[config.mk]
export PLATFORM = sky130hd
export DESIGN_NAME = cpri_rx_sched
export DESIGN_NICKNAME = d
export VERILOG_FILES = /design/src/rtl/cpri_sched_pkg.sv /design/src/rtl/cpri_rx_sched_rr_arbiter.sv /design/src/rtl/cpri_rx_sched.sv
export SDC_FILE = /design/constraint.sdc
export NUM_CORES = 1
export LEC_CHECK = 0
export CORE_AREA = 5 5 620 622
export DETAILED_ROUTE_END_ITERATION = 8
export DIE_AREA = 0 0 625 627
export GPL_TIMING_DRIVEN = 1
export REMOVE_ABC_BUFFERS = 1
export SLEW_MARGIN = 5
export SYNTH_ARGS = -nofsm -noshare
export SYNTH_HDL_FRONTEND = slang
export SYNTH_SLANG_ARGS = --single-unit
[constraint.sdc]
create_clock -name rd_clk -period 2.3 [get_ports rd_clk]
set_clock_uncertainty 0.15 [all_clocks]
set_input_delay 0.46 -clock rd_clk [delete_from_list [all_inputs] [get_ports rd_clk]]
set_output_delay 0.46 -clock rd_clk [all_outputs]
set_load 0.005 [all_outputs]
[src/rtl/cpri_sched_pkg.sv]
// Shared types and constants for the CPRI receive read scheduler.
package cpri_sched_pkg;

    localparam int CHIP_WORDS      = 84;
    localparam int CHIP_FIRST_ADDR = 7;
    localparam int LANE_W          = 3;

    typedef enum logic [1:0] {
        ST_IDLE  = 2'd0,
        ST_ARB   = 2'd1,
        ST_BURST = 2'd2,
        ST_GAP   = 2'd3
    } sched_state_t;

    typedef struct packed {
        logic              vld;
        logic              sop;
        logic              eop;
        logic [LANE_W-1:0] lane;
    } beat_tag_t;

endpackage

[src/rtl/cpri_rx_sched_rr_arbiter.sv]
// Round-robin find-first-set: searches req starting one past ptr, wrapping, and
// returns the winning index plus an any-request flag. Purely combinational.
module rr_arbiter #(
    parameter int N     = 4,
    parameter int PTR_W = $clog2(N)
) (
    input  logic [N-1:0]     req,
    input  logic [PTR_W-1:0] ptr,
    output logic [PTR_W-1:0] idx,
    output logic             any
);

    logic [PTR_W-1:0] cand_s;

    assign any = |req;

    // Walk from the farthest candidate to the nearest so the nearest hit wins
    always_comb begin
        idx    = '0;
        cand_s = '0;
        for (int i = N; i >= 1; i--) begin
            cand_s = PTR_W'((int'(ptr) + i) % N);
            if (req[cand_s]) begin
                idx = cand_s;
            end else begin
                idx = idx;
            end
        end
    end

endmodule

[src/rtl/cpri_rx_sched.sv]
// Shares one downstream consumer among NUM_LANES CPRI RX loop buffers, reading
// one whole chip per grant in round-robin order and tagging the merged stream.
module cpri_rx_sched #(
    parameter int NUM_LANES    = 4,
    parameter int CHIP_WORDS   = cpri_sched_pkg::CHIP_WORDS,
    parameter int READ_LATENCY = 3,
    parameter int DATA_WIDTH   = 64,
    parameter int INFO_WIDTH   = 256
) (
    input  logic                             rd_clk,
    input  logic                             rd_rst_n,
    input  logic [NUM_LANES-1:0]             i_lane_en,
    input  logic [NUM_LANES-1:0]             i_lane_avail,
    input  logic [NUM_LANES*DATA_WIDTH-1:0]  i_lane_data,
    input  logic [NUM_LANES*INFO_WIDTH-1:0]  i_lane_info,
    input  logic                             i_ds_ready,
    output logic [NUM_LANES-1:0]             o_rready,
    output logic                             o_valid,
    output logic                             o_sop,
    output logic                             o_eop,
    output logic [2:0]                       o_lane_id,
    output logic [DATA_WIDTH-1:0]            o_data,
    output logic [INFO_WIDTH-1:0]            o_info,
    output logic                             o_busy
);
    import cpri_sched_pkg::*;

    localparam int PTR_W = $clog2(NUM_LANES);
    localparam int CNT_W = $clog2(CHIP_WORDS);
    localparam logic [CNT_W-1:0] LAST_BEAT = CNT_W'(CHIP_WORDS - 1);

    sched_state_t          state_r;
    logic [PTR_W-1:0]      rr_ptr_r;
    logic [PTR_W-1:0]      gnt_r;
    logic [CNT_W-1:0]      beat_cnt_r;
    logic [NUM_LANES-1:0]  req_s;
    logic [PTR_W-1:0]      arb_idx_s;
    logic                  arb_any_s;
    logic                  rd_beat_s;
    beat_tag_t             tag_in_s;
    beat_tag_t             tag_out_s;
    beat_tag_t             tag_r [READ_LATENCY];
    logic [DATA_WIDTH-1:0] lane_data_s;
    logic [INFO_WIDTH-1:0] lane_info_s;
    logic [INFO_WIDTH-1:0] info_r;

    assign req_s = i_lane_en & i_lane_avail;

    rr_arbiter #(
        .N     (NUM_LANES),
        .PTR_W (PTR_W)
    ) u_rr_arbiter (
        .req (req_s),
        .ptr (rr_ptr_r),
        .idx (arb_idx_s),
        .any (arb_any_s)
    );

    // Read enable follows downstream ready in the same cycle so a stall stops reads at once
    always_comb begin
        o_rready  = '0;
        rd_beat_s = 1'b0;
        if (state_r == ST_BURST) begin
            rd_beat_s       = i_ds_ready;
            o_rready[gnt_r] = i_ds_ready;
        end else begin
            rd_beat_s = 1'b0;
        end
    end

    // Scheduler FSM: pick a lane, read exactly one chip from it, then pause one cycle
    always_ff @(posedge rd_clk or negedge rd_rst_n) begin
        if (!rd_rst_n) begin
            state_r    <= ST_IDLE;
            rr_ptr_r   <= PTR_W'(NUM_LANES - 1);
            gnt_r      <= '0;
            beat_cnt_r <= '0;
        end else begin
            case (state_r)
                ST_IDLE: begin
                    if (|req_s) begin
                        state_r <= ST_ARB;
                    end else begin
                        state_r <= ST_IDLE;
                    end
                end
                ST_ARB: begin
                    if (arb_any_s) begin
                        gnt_r      <= arb_idx_s;
                        beat_cnt_r <= '0;
                        state_r    <= ST_BURST;
                    end else begin
                        state_r <= ST_IDLE;
                    end
                end
                ST_BURST: begin
                    if (rd_beat_s && (beat_cnt_r == LAST_BEAT)) begin
                        rr_ptr_r <= gnt_r;
                        state_r  <= ST_GAP;
                    end else if (rd_beat_s) begin
                        beat_cnt_r <= beat_cnt_r + CNT_W'(1);
                    end else begin
                        beat_cnt_r <= beat_cnt_r;
                    end
                end
                ST_GAP: begin
                    state_r <= ST_IDLE;
                end
                default: begin
                    state_r <= ST_IDLE;
                end
            endcase
        end
    end

    // Tag describing the beat being read this cycle
    always_comb begin
        tag_in_s = '0;
        if (rd_beat_s) begin
            tag_in_s.vld  = 1'b1;
            tag_in_s.sop  = (beat_cnt_r == '0);
            tag_in_s.eop  = (beat_cnt_r == LAST_BEAT);
            tag_in_s.lane = LANE_W'(gnt_r);
        end else begin
            tag_in_s = '0;
        end
    end

    // Delay the tag by the lane read latency so it lines up with the returned word
    always_ff @(posedge rd_clk or negedge rd_rst_n) begin
        if (!rd_rst_n) begin
            for (int i = 0; i < READ_LATENCY; i++) begin
                tag_r[i] <= '0;
            end
        end else begin
            tag_r[0] <= tag_in_s;
            for (int i = 1; i < READ_LATENCY; i++) begin
                tag_r[i] <= tag_r[i-1];
            end
        end
    end

    assign tag_out_s = tag_r[READ_LATENCY-1];

    // Select the returning lane's word and header
    always_comb begin
        lane_data_s = '0;
        lane_info_s = '0;
        for (int i = 0; i < NUM_LANES; i++) begin
            lane_data_s = (int'(tag_out_s.lane) == i) ? i_lane_data[i*DATA_WIDTH +: DATA_WIDTH] : lane_data_s;
            lane_info_s = (int'(tag_out_s.lane) == i) ? i_lane_info[i*INFO_WIDTH +: INFO_WIDTH] : lane_info_s;
        end
    end

    // Header is taken on the sop beat and held for the rest of the chip
    always_ff @(posedge rd_clk or negedge rd_rst_n) begin
        if (!rd_rst_n) begin
            info_r <= '0;
        end else if (tag_out_s.vld && tag_out_s.sop) begin
            info_r <= lane_info_s;
        end else begin
            info_r <= info_r;
        end
    end

    assign o_valid   = tag_out_s.vld;
    assign o_sop     = tag_out_s.sop;
    assign o_eop     = tag_out_s.eop;
    assign o_lane_id = tag_out_s.lane;
    assign o_data    = tag_out_s.vld ? lane_data_s : '0;
    assign o_info    = (tag_out_s.vld && tag_out_s.sop) ? lane_info_s : info_r;
    assign o_busy    = (state_r != ST_IDLE);

endmodule

== Yosys cells after proc, flatten, opt, wreduce, memory -nomap -nowiden ==
Index checks and enable logic that the tools add are counted.

* Add/subtract/negate cells: 5
* Multipliers: 0
* Divide/modulo/power cells: 0
* Order comparisons: 6
* Equal/unequal tests: 11
* Shift-type cells: 0
* Muxes and demuxes: 35
* Bitwise gates (word level): 2
* Reductions and logical operators: 12

{| class="wikitable"
|+ Operators with widths
! cell !! count
|-
| 256-bit 2-to-1 mux || 5
|-
| 64-bit 2-to-1 mux || 5
|-
| 7-bit 2-to-1 mux || 3
|-
| 2-bit by 3-bit < comparator with 1-bit output (second input constant) || 5
|-
| 7-bit one-hot mux with 2 select lines || 1
|-
| 2-bit 2-to-1 mux || 6
|-
| 4-bit AND || 2
|-
| 1-bit binary-select mux with 2-bit select || 4
|-
| 2-bit one-hot mux with 4 select lines || 1
|-
| 7-bit by 1-bit adder with 7-bit output (second input constant) || 1
|-
| 7-bit equality test (second input constant) || 1
|-
| 7-bit zero test || 1
|-
| 1-bit 2-to-1 mux || 7
|-
| 3-bit equality test (second input constant) || 2
|-
| 6-bit 2-to-1 mux || 1
|-
| 2-bit inequality test (second input constant) || 3
|-
| 2-bit by 1-bit adder with 2-bit output (second input constant) || 2
|-
| 2-bit adder (second input constant) || 2
|-
| 2-bit equality test (second input constant) || 2
|-
| 4-bit 2-to-1 mux || 1
|-
| 2-bit AND reduction || 2
|-
| 4-bit AND reduction || 1
|-
| 2-bit nonzero test || 2
|-
| 4-bit OR reduction || 1
|-
| other kinds (8) || 10
|}

* Register bits: 287
* Latch bits: 0
* Bits in writable memories: 0
* Bits in read-only memories: 0
* Output and inout bits: 331
* Logic and storage cells: 88
* Memories kept: 0

== Longest topological paths before layout ==
Gate-level depths: netlist (run 1).

* Depth in word-level cells: 7
* Depth in mapped cells: 5
* Depth with buffers taken out: 5

== Cells and area by module ==
Synthesis (run 1) repeated with hierarchy kept, for this count alone.

* Cells, all modules: 1111
* Area, all modules: 18773.0 sq um

{| class="wikitable"
|+ By module, submodules not included
! module !! times used !! cells an instance !! area each (sq um) !! sequential area each (sq um)
|-
| cpri_rx_sched || 1 || 1097 || 18681.7 || 7109.3
|-
| rr_arbiter || 1 || 14 || 91.3 || 0.0
|}

== Worst setup path after synthesis (run 1) ==
OpenSTA, ideal clock, no wires.

* Path type: flip-flop to output port
* Start: register tag_r, in the netlist o_lane_id[1]
* End: output port o_info[203]
* Arrival: 1.566 ns
* Data required time: 1.690 ns
* Slack: 0.124 ns
* Cell stages (with the launch flop): 6
* Path buffers: 3
* Path through: dfrtp_1 -> buf_2 -> buf_2 -> buf_1 -> mux4_2 -> mux2_2

* Cells in the longest elaborated chain, start to end: 6
* Elaborated cells on any way between the ends: 9
* Those cells by class: eq/ne (3); mux (5); reduce/logical (1)

{| class="wikitable"
|+ RTL lines
! element !! RTL line !! RTL
|-
| start: declaration || cpri_rx_sched.sv:42 || <nowiki>beat_tag_t tag_r [READ_LATENCY];</nowiki>
|-
| start signal: indexed assignment || cpri_rx_sched.sv:138 || <nowiki>tag_r[i] <= tag_r[i-1];</nowiki>
|-
| 3-bit zero test || cpri_rx_sched.sv:151 || <nowiki>lane_info_s = (int'(tag_out_s.lane) == i) ? i_lane_info[i*INFO_WIDTH +: INFO_WIDTH] : lane_info_s;</nowiki>
|-
| 256-bit 2-to-1 mux (3 in a row) || cpri_rx_sched.sv:151 ||
|-
| 256-bit 2-to-1 mux (*) || cpri_rx_sched.sv:151 ||
|-
| 256-bit 2-to-1 mux (*) || - ||
|-
| end: declaration || cpri_rx_sched.sv:23 || <nowiki>output logic [INFO_WIDTH-1:0] o_info,</nowiki>
|}

Every way passes the cells marked *; elsewhere a longest branch is shown, timed or not.

== Worst setup path in the final report (run 1) ==
* Start: register tag_r, in the netlist o_lane_id[0]
* End: output port o_info[250]

Same word-level chain as after synthesis.

==> metrics.csv, run 1 <==
stage,metric,value,unit
sta,Slew Limit Fails,0,
place,port bufs,1620,
worst_setup_path,CP Capture Type,primary output,
cts,Max clock buf depth,3,
pwr,Psw,17.84,mW
sta,"Worst Setup Slack, final",-1.145,ns
route,vias,23750,
status,violated checks,setup timing,
cts,H-tree Lvls,2,
route,Routed WL,345.4,mm
worst_setup_path,CP Max Fanout,9,
sta,endpoints failing setup,331,
route,First DRT Iteration DRCs,1929,
sta,hold_ws,0.09137,ns
yosys,register bit count reported by yosys,284,
pwr,Comb power frac,0.644,
min_path,Hold Crit Class,in -> async,
cts,Clk Tree Root Cell,clkbuf_16,
place,final HPWL from detailed placement,314.8,mm
cts,clk slew on worst S/H paths,0.07,ns
grt,first-pass GRT wire length,394.5,mm
route,router iterations before antenna repair,7,
floorplanning,die area,391900,um^2
pwr,Sequential Power Share,0.183,
yosys,top_reg_cell synth,dfrtp_1,
pwr,internal power,26.78,mW
route,Routed Antenna Nets,0,
place,RePlAce Congestion,1.080,
route,Via density,2.908,
grt,GRT overflow,0,
yosys,Post-Synthesis Cells,1106,
floorplanning,Die H,627,um
worst_setup_path,Crit path arrival time,2.84,ns
sta,f_max,290.3,MHz
cts,CTS sink count,284,
worst_setup_path,crit path kind,reg -> out,
worst_setup_path,"Data required, critical path",1.69,ns
cells_and_area,layout cells sized above 1,0.4510,
yosys,"EDFF count, synth",0,
pwr,Pwr Density,919.1,nW/um^2
cells_and_area,Final nets,4254,
pwr,leakage power,17.78,nW
yosys,"Seq/Total Area, Yosys",0.3796,
cts,CTS tree,done,
status,status,"finished, violations left",
grt,All-Layer GR Usage,0.1676,
worst_setup_path,origin of the critical flop-to-flop path,o_lane_id[0]$_DFF_PN0_,
cells_and_area,Final Util,0.1285,
floorplanning,die width,625,um
route,DRC,0,
pwr,maximum vdd ir drop,0.6631,mV
pwr,clock network fraction of total power,0.173,
flow_run,max-cap violation count,0,
worst_setup_path,CP Launch Type,flop,
sta,worst slew pin tran,0.6530,ns
cts,clk_lat worst skew,0.70,ns
floorplanning,initial core utilization,0.04958,
cells_and_area,Layout area overhead,159.2,%
sta,RSZ-0062 raised after global routing,true,
sta,Fin. Hold Viols,0,
grt,largest net degree at the start of global routing,62,
worst_setup_path,Worst Setup SP,o_lane_id[0]$_DFF_PN0_,
yosys,Mean Syn Cell Area,16.93,um^2
floorplanning,Core Footprint,377800,um^2
sta,fin crit period,3.445,ns
yosys,ys async rst share,1.000,
worst_setup_path,Worst R2R Path Depth,7,
route,drt wl/cell,42.29,um
sta,slew margin rel.,0.5585,
yosys,Cell variety after synth,41,
cells_and_area,Layout Cells excl Fill,8168,
grt,vias in the first global route,23280,
grt,initial antenna violation count,494,
floorplanning,row cnt,226,
sta,Final period util,1.498,
pwr,switch share,0.3998,
cts,CTS Buf Count,47,
yosys,Post-Syn Area,18730,um^2
floorplanning,num ports,1622,
place,dpl cells,7766,
yosys,synth warn,0,
[critical path, cell delays in order, from the launching register on]
cell and delay [ns]:
dfrtp_4 0.47, buf_12 0.21, buf_16 0.18, buf_16 0.15, mux4_2 0.64, mux2_4 0.33
buf_6 0.14
[sequential cells by signal, summed over array words and instances, names as in the netlist, named ones only]
register	flops
o_sop	1
o_eop	1
state_r	1
o_valid	1
rr_ptr_r	2
gnt_r	2
o_lane_id	2
info_r	256
beat_cnt_r	7
tag_r	10
[cell families (layout without fill, tap and decap cells)]
group           after synthesis  count (layout)  share of synthesized area
fa+ha+maj                     2               2                   0.001336
simple gates                102             102                    0.03153
xor+xnor                      4               4                   0.001870
buf+inv                     115            2007                    0.03734
flops                       284             284                     0.3796
compound gates               18              18                   0.007081
other cells                   1             155                  0.0002002
mux                         580             580                     0.5411
[cells in the mapped netlist, types with 2 or more instances]
cell	number	area, um^2
nor2b_1	2	12.51
mux2_2	259	2917
inv_1	4	15.01
nand2_1	10	37.54
mux4_2	320	7207
a22o_1	4	35.03
dfstp_2	2	52.55
dfrtp_1	282	7057
ha_1	2	25.02
nand3_1	4	20.02
and2_1	66	412.9
o22ai_1	2	12.51
buf_2	34	170.2
buf_1	10	37.54
nand4_1	2	12.51
xor2_1	4	35.03
buf_6	27	304.0
nor3_1	2	10.01
clkbuf_1	35	131.4
nor2_1	9	33.78
o21ai_0	2	10.01
and3_1	2	12.51
a31oi_1	2	12.51
buf_4	3	22.52
[through the flow]
stage          power [mW]  worst slack, ns   TNS, ns  cell area (um^2)
2_1_floorplan       14.57           -11.44  -6504.96             18050
3_3_place_gp        32.86          -0.6572   -143.31             42540
5_1_grt             47.00           -1.266   -367.82             48340
6_report            44.61           -1.145   -323.45             48540
4_1_cts             45.39           -1.297   -375.83             47670
3_5_place_dp        33.12          -0.6918   -149.72             42540
[what timing repair did]
| action | 4_1_cts | 5_1_grt |
|---|---|---|
| buffers inserted | 125 | 30 |
| setup endpoints to repair | 415 | 366 |
| hold buffers | 2 | 0 |
| hold endpoints to repair | 223 | 0 |
| cloned | 17 | 7 |
| gates resized for setup | 954 | 107 |
| pin swaps | 6 | 7 |
[layer usage]
layer  track usage  share of wire
met5             0         0.0050
met4       0.04691          0.034
met3        0.1260           0.17
met2        0.2749           0.47
met1        0.1658           0.33
[path summary, 6_finish.rpt]
kind                                    endpoint  slack, ns
setup / recovery                     o_info[250]      -1.15
hold / removal              info_r[31]$_DFF_PN0_       0.09
setup reg to reg           info_r[248]$_DFF_PN0_      -0.04
hold reg to reg                  o_sop$_DFF_PN0_       0.20
max in group asynchronous  info_r[166]$_DFF_PN0_       1.00
min in group rd_clk              o_sop$_DFF_PN0_       0.20
[cell type report]
| class | instances | area, um^2 |
|---|---|---|
| Fill cell | 42430 | 329200 |
| Timing Repair Buffer | 1916 | 21310 |
| Multi-Input combinational cell | 707 | 11840 |
| Sequential cell | 284 | 7121 |
| Tap cell | 5016 | 6276 |
| Clock buffer | 57 | 1294 |
| Antenna cell | 154 | 385.4 |
| Clock inverter | 29 | 299.0 |
| Inverter | 5 | 18.77 |
[cells in the final DEF (no fill, tap or decap), types with 3 or more instances in the layout]
master	count
clkdlybuf4s50_1	1289
mux4_2	320
dfrtp_1	279
buf_6	238
mux2_4	195
diode_2	154
buf_12	143
buf_4	143
mux2_2	64
and2_4	60
clkbuf_16	54
buf_8	36
buf_16	29
buf_2	12
nand2_1	9
nor2_1	9
inv_6	9
clkbuf_8	8
dlymetal6s2s_1	7
and2_1	6
clkinv_4	6
inv_1	4
nand3_1	4
a22o_1	4
xor2_1	4
clkinv_2	4
inv_8	4
clkbuf_2	4
clkdlybuf4s15_2	4
clkinvlp_4	3
dfrtp_4	3
[power by group through the flow]
| stage | Clock [mW] | Combinational (mW) | Sequential (mW) |
|---|---|---|---|
| finish | 7.71 | 28.7 | 8.19 |
| global route | 8.23 | 30.4 | 8.38 |
| CTS | 8.15 | 29.1 | 8.15 |
| detailed placement | 0 | 25.0 | 8.12 |
| global placement | 0 | 24.8 | 8.01 |
| floorplan | 0 | 6.31 | 8.26 |
Note: power is estimated with default switching activity, not from simulation.
==> run 2, diff against run 1 <==
- CAP_MARGIN: not set -> 20
==> results of run 2 <==
The final DEF is identical to that of run 1; final timing and power are the same.
==> run 3, diff against run 2 <==
- CORE_AREA: 5 5 620 622 -> 2 2 635 637
- DIE_AREA: 0 0 625 627 -> 0 0 637 639
- TNS_END_PERCENT: not set -> 10
==> run 3 against run 2 <==
The run still ends with setup timing left; maximum frequency is 4.8% lower; register-to-register slack worse by 0.21 ns; global-route usage is 0.36 points lower; final area is 2.2% lower; setup slack worse by 0.17 ns; wire length hardly changed; critical path depth is 2 higher; critical endpoint is now o_info[224]; utilization is 1.0 points lower; worst hold slack better by 0.063 ns; sequential cell count stayed put; clock-buffer cell count is 1 lower.
==> metrics.csv, run 3 (synthesized netlist as in run 1, its figures left out) <==
stage,metric,value,unit,change
status,status,"finished, violations left",,unchanged
status,violated checks,setup timing,,unchanged
sta,endpoints failing setup,398,,was 331
route,Via density,2.633,,was 2.908
grt,met2 Use GR,0.2767,,was 0.2749
pwr,clock network fraction of total power,0.197,,was 0.173
grt,GRT met1 Usage,0.1699,,was 0.1658
floorplanning,row cnt,233,,was 226
route,router iterations before antenna repair,5,,was 7
sta,hold_ws,0.1542,ns,was 0.09137 ns
worst_setup_path,CP Launch Type,flop,,unchanged
cts,clk_lat worst skew,0.73,ns,was 0.70 ns
cells_and_area,Final Util,0.1184,,was 0.1285
worst_setup_path,CP Max Fanout,7,,was 9
cells_and_area,max FFs per register,256,,unchanged
floorplanning,Core Footprint,400900,um^2,was 377800 um^2
worst_setup_path,origin of the critical flop-to-flop path,o_lane_id[0]$_DFF_PN0_,,unchanged
worst_setup_path,R2R Path End,info_r[39]$_DFF_PN0_,,was info_r[248]$_DFF_PN0_
grt,vias in the first global route,21200,,was 23280
place,RePlAce Congestion,0.9608,,was 1.080
grt,largest net degree at the start of global routing,60,,was 62
cts,clk slew on worst S/H paths,0.07,ns,about the same
worst_setup_path,R2R Setup Slk,-0.25,ns,was -0.04 ns
worst_setup_path,CP bufs+invs,6,,was 4
min_path,Hold Crit Class,in -> async,,unchanged
cells_and_area,"most common cell after layout, fill and taps aside",clkdlybuf4s50_1,,unchanged
worst_setup_path,CP Capture Type,primary output,,unchanged
pwr,internal power,26.25,mW,was 26.78 mW
pwr,Sequential Power Share,0.183,,about the same
worst_setup_path,critical path's slowest cell,dfrtp_4,,was mux4_2
worst_setup_path,Worst R2R Path Depth,9,,was 7
route,DRC,0,,unchanged
place,port bufs,1620,,unchanged
cells_and_area,area of the multi-input gates,11650,um^2,was 11840 um^2
floorplanning,initial core utilization,0.04672,,was 0.04958
sta,slew margin rel.,0.5959,,was 0.5585
pwr,Pwr Density,932.4,nW/um^2,was 919.1 nW/um^2
cts,CTS tree,done,,unchanged
pwr,switch share,0.4070,,was 0.3998
cells_and_area,most frequent cells in the layout,"clkdlybuf4s50_1 (1290), mux4_2 (320), dfrtp_1 (279)",,"was clkdlybuf4s50_1 (1289), mux4_2 (320), dfrtp_1 (279)"
worst_setup_path,crit path kind,reg -> out,,unchanged
place,pre-CTS WS,-1.031,ns,was -0.6918 ns
flow_run,max-cap violation count,0,,unchanged
sta,Fin. Hold Viols,0,,unchanged
cells_and_area,FF+latch area,7121,um^2,unchanged
floorplanning,Die H,639,um,was 627 um
route,drt wl/cell,41.75,um,was 42.29 um
cts,CTS Buf Count,51,,was 47
worst_setup_path,"Data required, critical path",1.69,ns,about the same
pwr,leakage power,16.98,nW,was 17.78 nW
cts,CTS sink count,284,,unchanged
floorplanning,num ports,1622,,unchanged
grt,initial antenna violation count,400,,was 494
floorplanning,die width,637,um,was 625 um
sta,RSZ-0062 raised after global routing,true,,unchanged
grt,met3 global-route usage,0.1112,,was 0.1260
sta,worst slew pin tran,0.6061,ns,was 0.6530 ns
grt,GRT overflow,0,,unchanged
cts,H-tree Lvls,2,,unchanged
pwr,Final Total Pwr,44.27,mW,was 44.61 mW
sta,"Worst Setup Slack, final",-1.319,ns,was -1.145 ns
cells_and_area,layout cells sized above 1,0.4223,,was 0.4510
worst_setup_path,worst-path cell chain,buf_16 > buf_12 > buf_16 > buf_16 > buf_12 > mux4_2 > mux2_4 > buf_12,,was buf_12 > buf_16 > buf_16 > mux4_2 > mux2_4 > buf_6
grt,busiest grt layer,met2,,unchanged
cells_and_area,Final nets,4171,,was 4254
pwr,maximum vdd ir drop,0.8230,mV,was 0.6631 mV
cells_and_area,Layout fillers,45300,,was 42430
floorplanning,die area,407000,um^2,was 391900 um^2
grt,All-Layer GR Usage,0.1640,,was 0.1676
sta,Final period util,1.573,,was 1.498
worst_setup_path,delay of the slowest cell on the worst path,0.51,ns,was 0.64 ns
cells_and_area,Layout area overhead,153.5,%,was 159.2%
worst_setup_path,CP top delay family,buffers and inverters,,was multiplexers
route,vias,21810,,was 23750
worst_setup_path,Crit path arrival time,3.01,ns,was 2.84 ns
grt,first-pass GRT wire length,394.3,mm,was 394.5 mm
sta,f_max,276.3,MHz,was 290.3 MHz
pwr,Psw,18.02,mW,was 17.84 mW
worst_setup_path,Crit path depth,8,,was 6
sta,Slew Limit Fails,0,,unchanged
place,final HPWL from detailed placement,321.6,mm,was 314.8 mm
cts,Clk Tree Root Cell,clkbuf_16,,unchanged
route,Routed WL,345.7,mm,was 345.4 mm
cts,Max clock buf depth,3,,unchanged
pwr,Comb power frac,0.621,,was 0.644
route,Routed Antenna Nets,0,,unchanged
route,First DRT Iteration DRCs,1526,,was 1929
cells_and_area,largest registers,"info_r (256), tag_r (10), beat_cnt_r (7)",,unchanged
cells_and_area,Reg with most FFs,info_r,,unchanged
sta,fin crit period,3.619,ns,was 3.445 ns
[run 3: cell count changes in the layout (fill, tap and decap cells not counted), sizes merged]
cell / previous run / this run
dlygate4sd3: 2 / 1
buf: 601 / 506
bufbuf: 1 / 0
clkdlybuf4s50: 1289 / 1290
dlygate4sd2: 1 / 7
clkinvlp: 3 / 6
dlymetal6s2s: 7 / 0
clkdlybuf4s15: 4 / 13
clkinv: 10 / 14
inv: 19 / 17
diode: 154 / 74
bufinv: 2 / 7
[run 3: final cells by class]
type,count,share of cell area
inverter,5,0.0003953
clock inverter,39,0.01036
tap,5287,0.1393
sequential,284,0.1500
clock buffer,56,0.02791
timing repair buffer,1829,0.4227
multi-input combinational,707,0.2454
antenna,74,0.003900
[run 3: how the worst max path moves through the flow]
stage                                start           to  slack, ns
floorplan           o_lane_id[0]$_DFF_PN0_    o_info[0]     -11.44
global placement          i_lane_info[154]  o_info[154]      -1.04
detailed placement        i_lane_info[154]  o_info[154]      -1.03
CTS                 o_lane_id[0]$_DFF_PN0_  o_info[248]      -1.45
global route        o_lane_id[0]$_DFF_PN0_  o_info[248]      -1.43
finish              o_lane_id[0]$_DFF_PN0_  o_info[224]      -1.32
[run 3: metrics by stage]
step                cell area (um^2)  setup TNS, ns  cells
floorplan                      18050       -6504.96    996
detailed placement             42960        -159.43   8019
finish                         47480        -359.34   8281
global placement               42960        -159.29   8019
global route                   47350        -399.89   8231
CTS                            46320        -395.59   8156
[run 3: per-layer routing]
metal / part of all wire / vias up
met5: 0.0041 / -
li1: - / 8223
met4: 0.025 / 206
met1: 0.35 / 10850
met3: 0.15 / 789
met2: 0.47 / 1741
[run 3: repair_timing]
action                     in CTS  in global routing
gates cloned                    6                  6
setup buffers                  35                 46
pin swaps                       1                  3
gates resized for setup       572                152
setup endpoints to repair     422                426
hold buffers                    1                  0
hold endpoints to repair       86                  0
[run 3: power by group through the flow]
stage	sequential [mW]	combinational [mW]	clock, mW
after floorplan	8.26	6.31	0
after global placement	7.99	25.7	0
after detailed placement	8.03	25.7	0
after CTS	8.04	27.6	9.17
after global routing	8.32	29.4	9.25
final	8.08	27.5	8.70
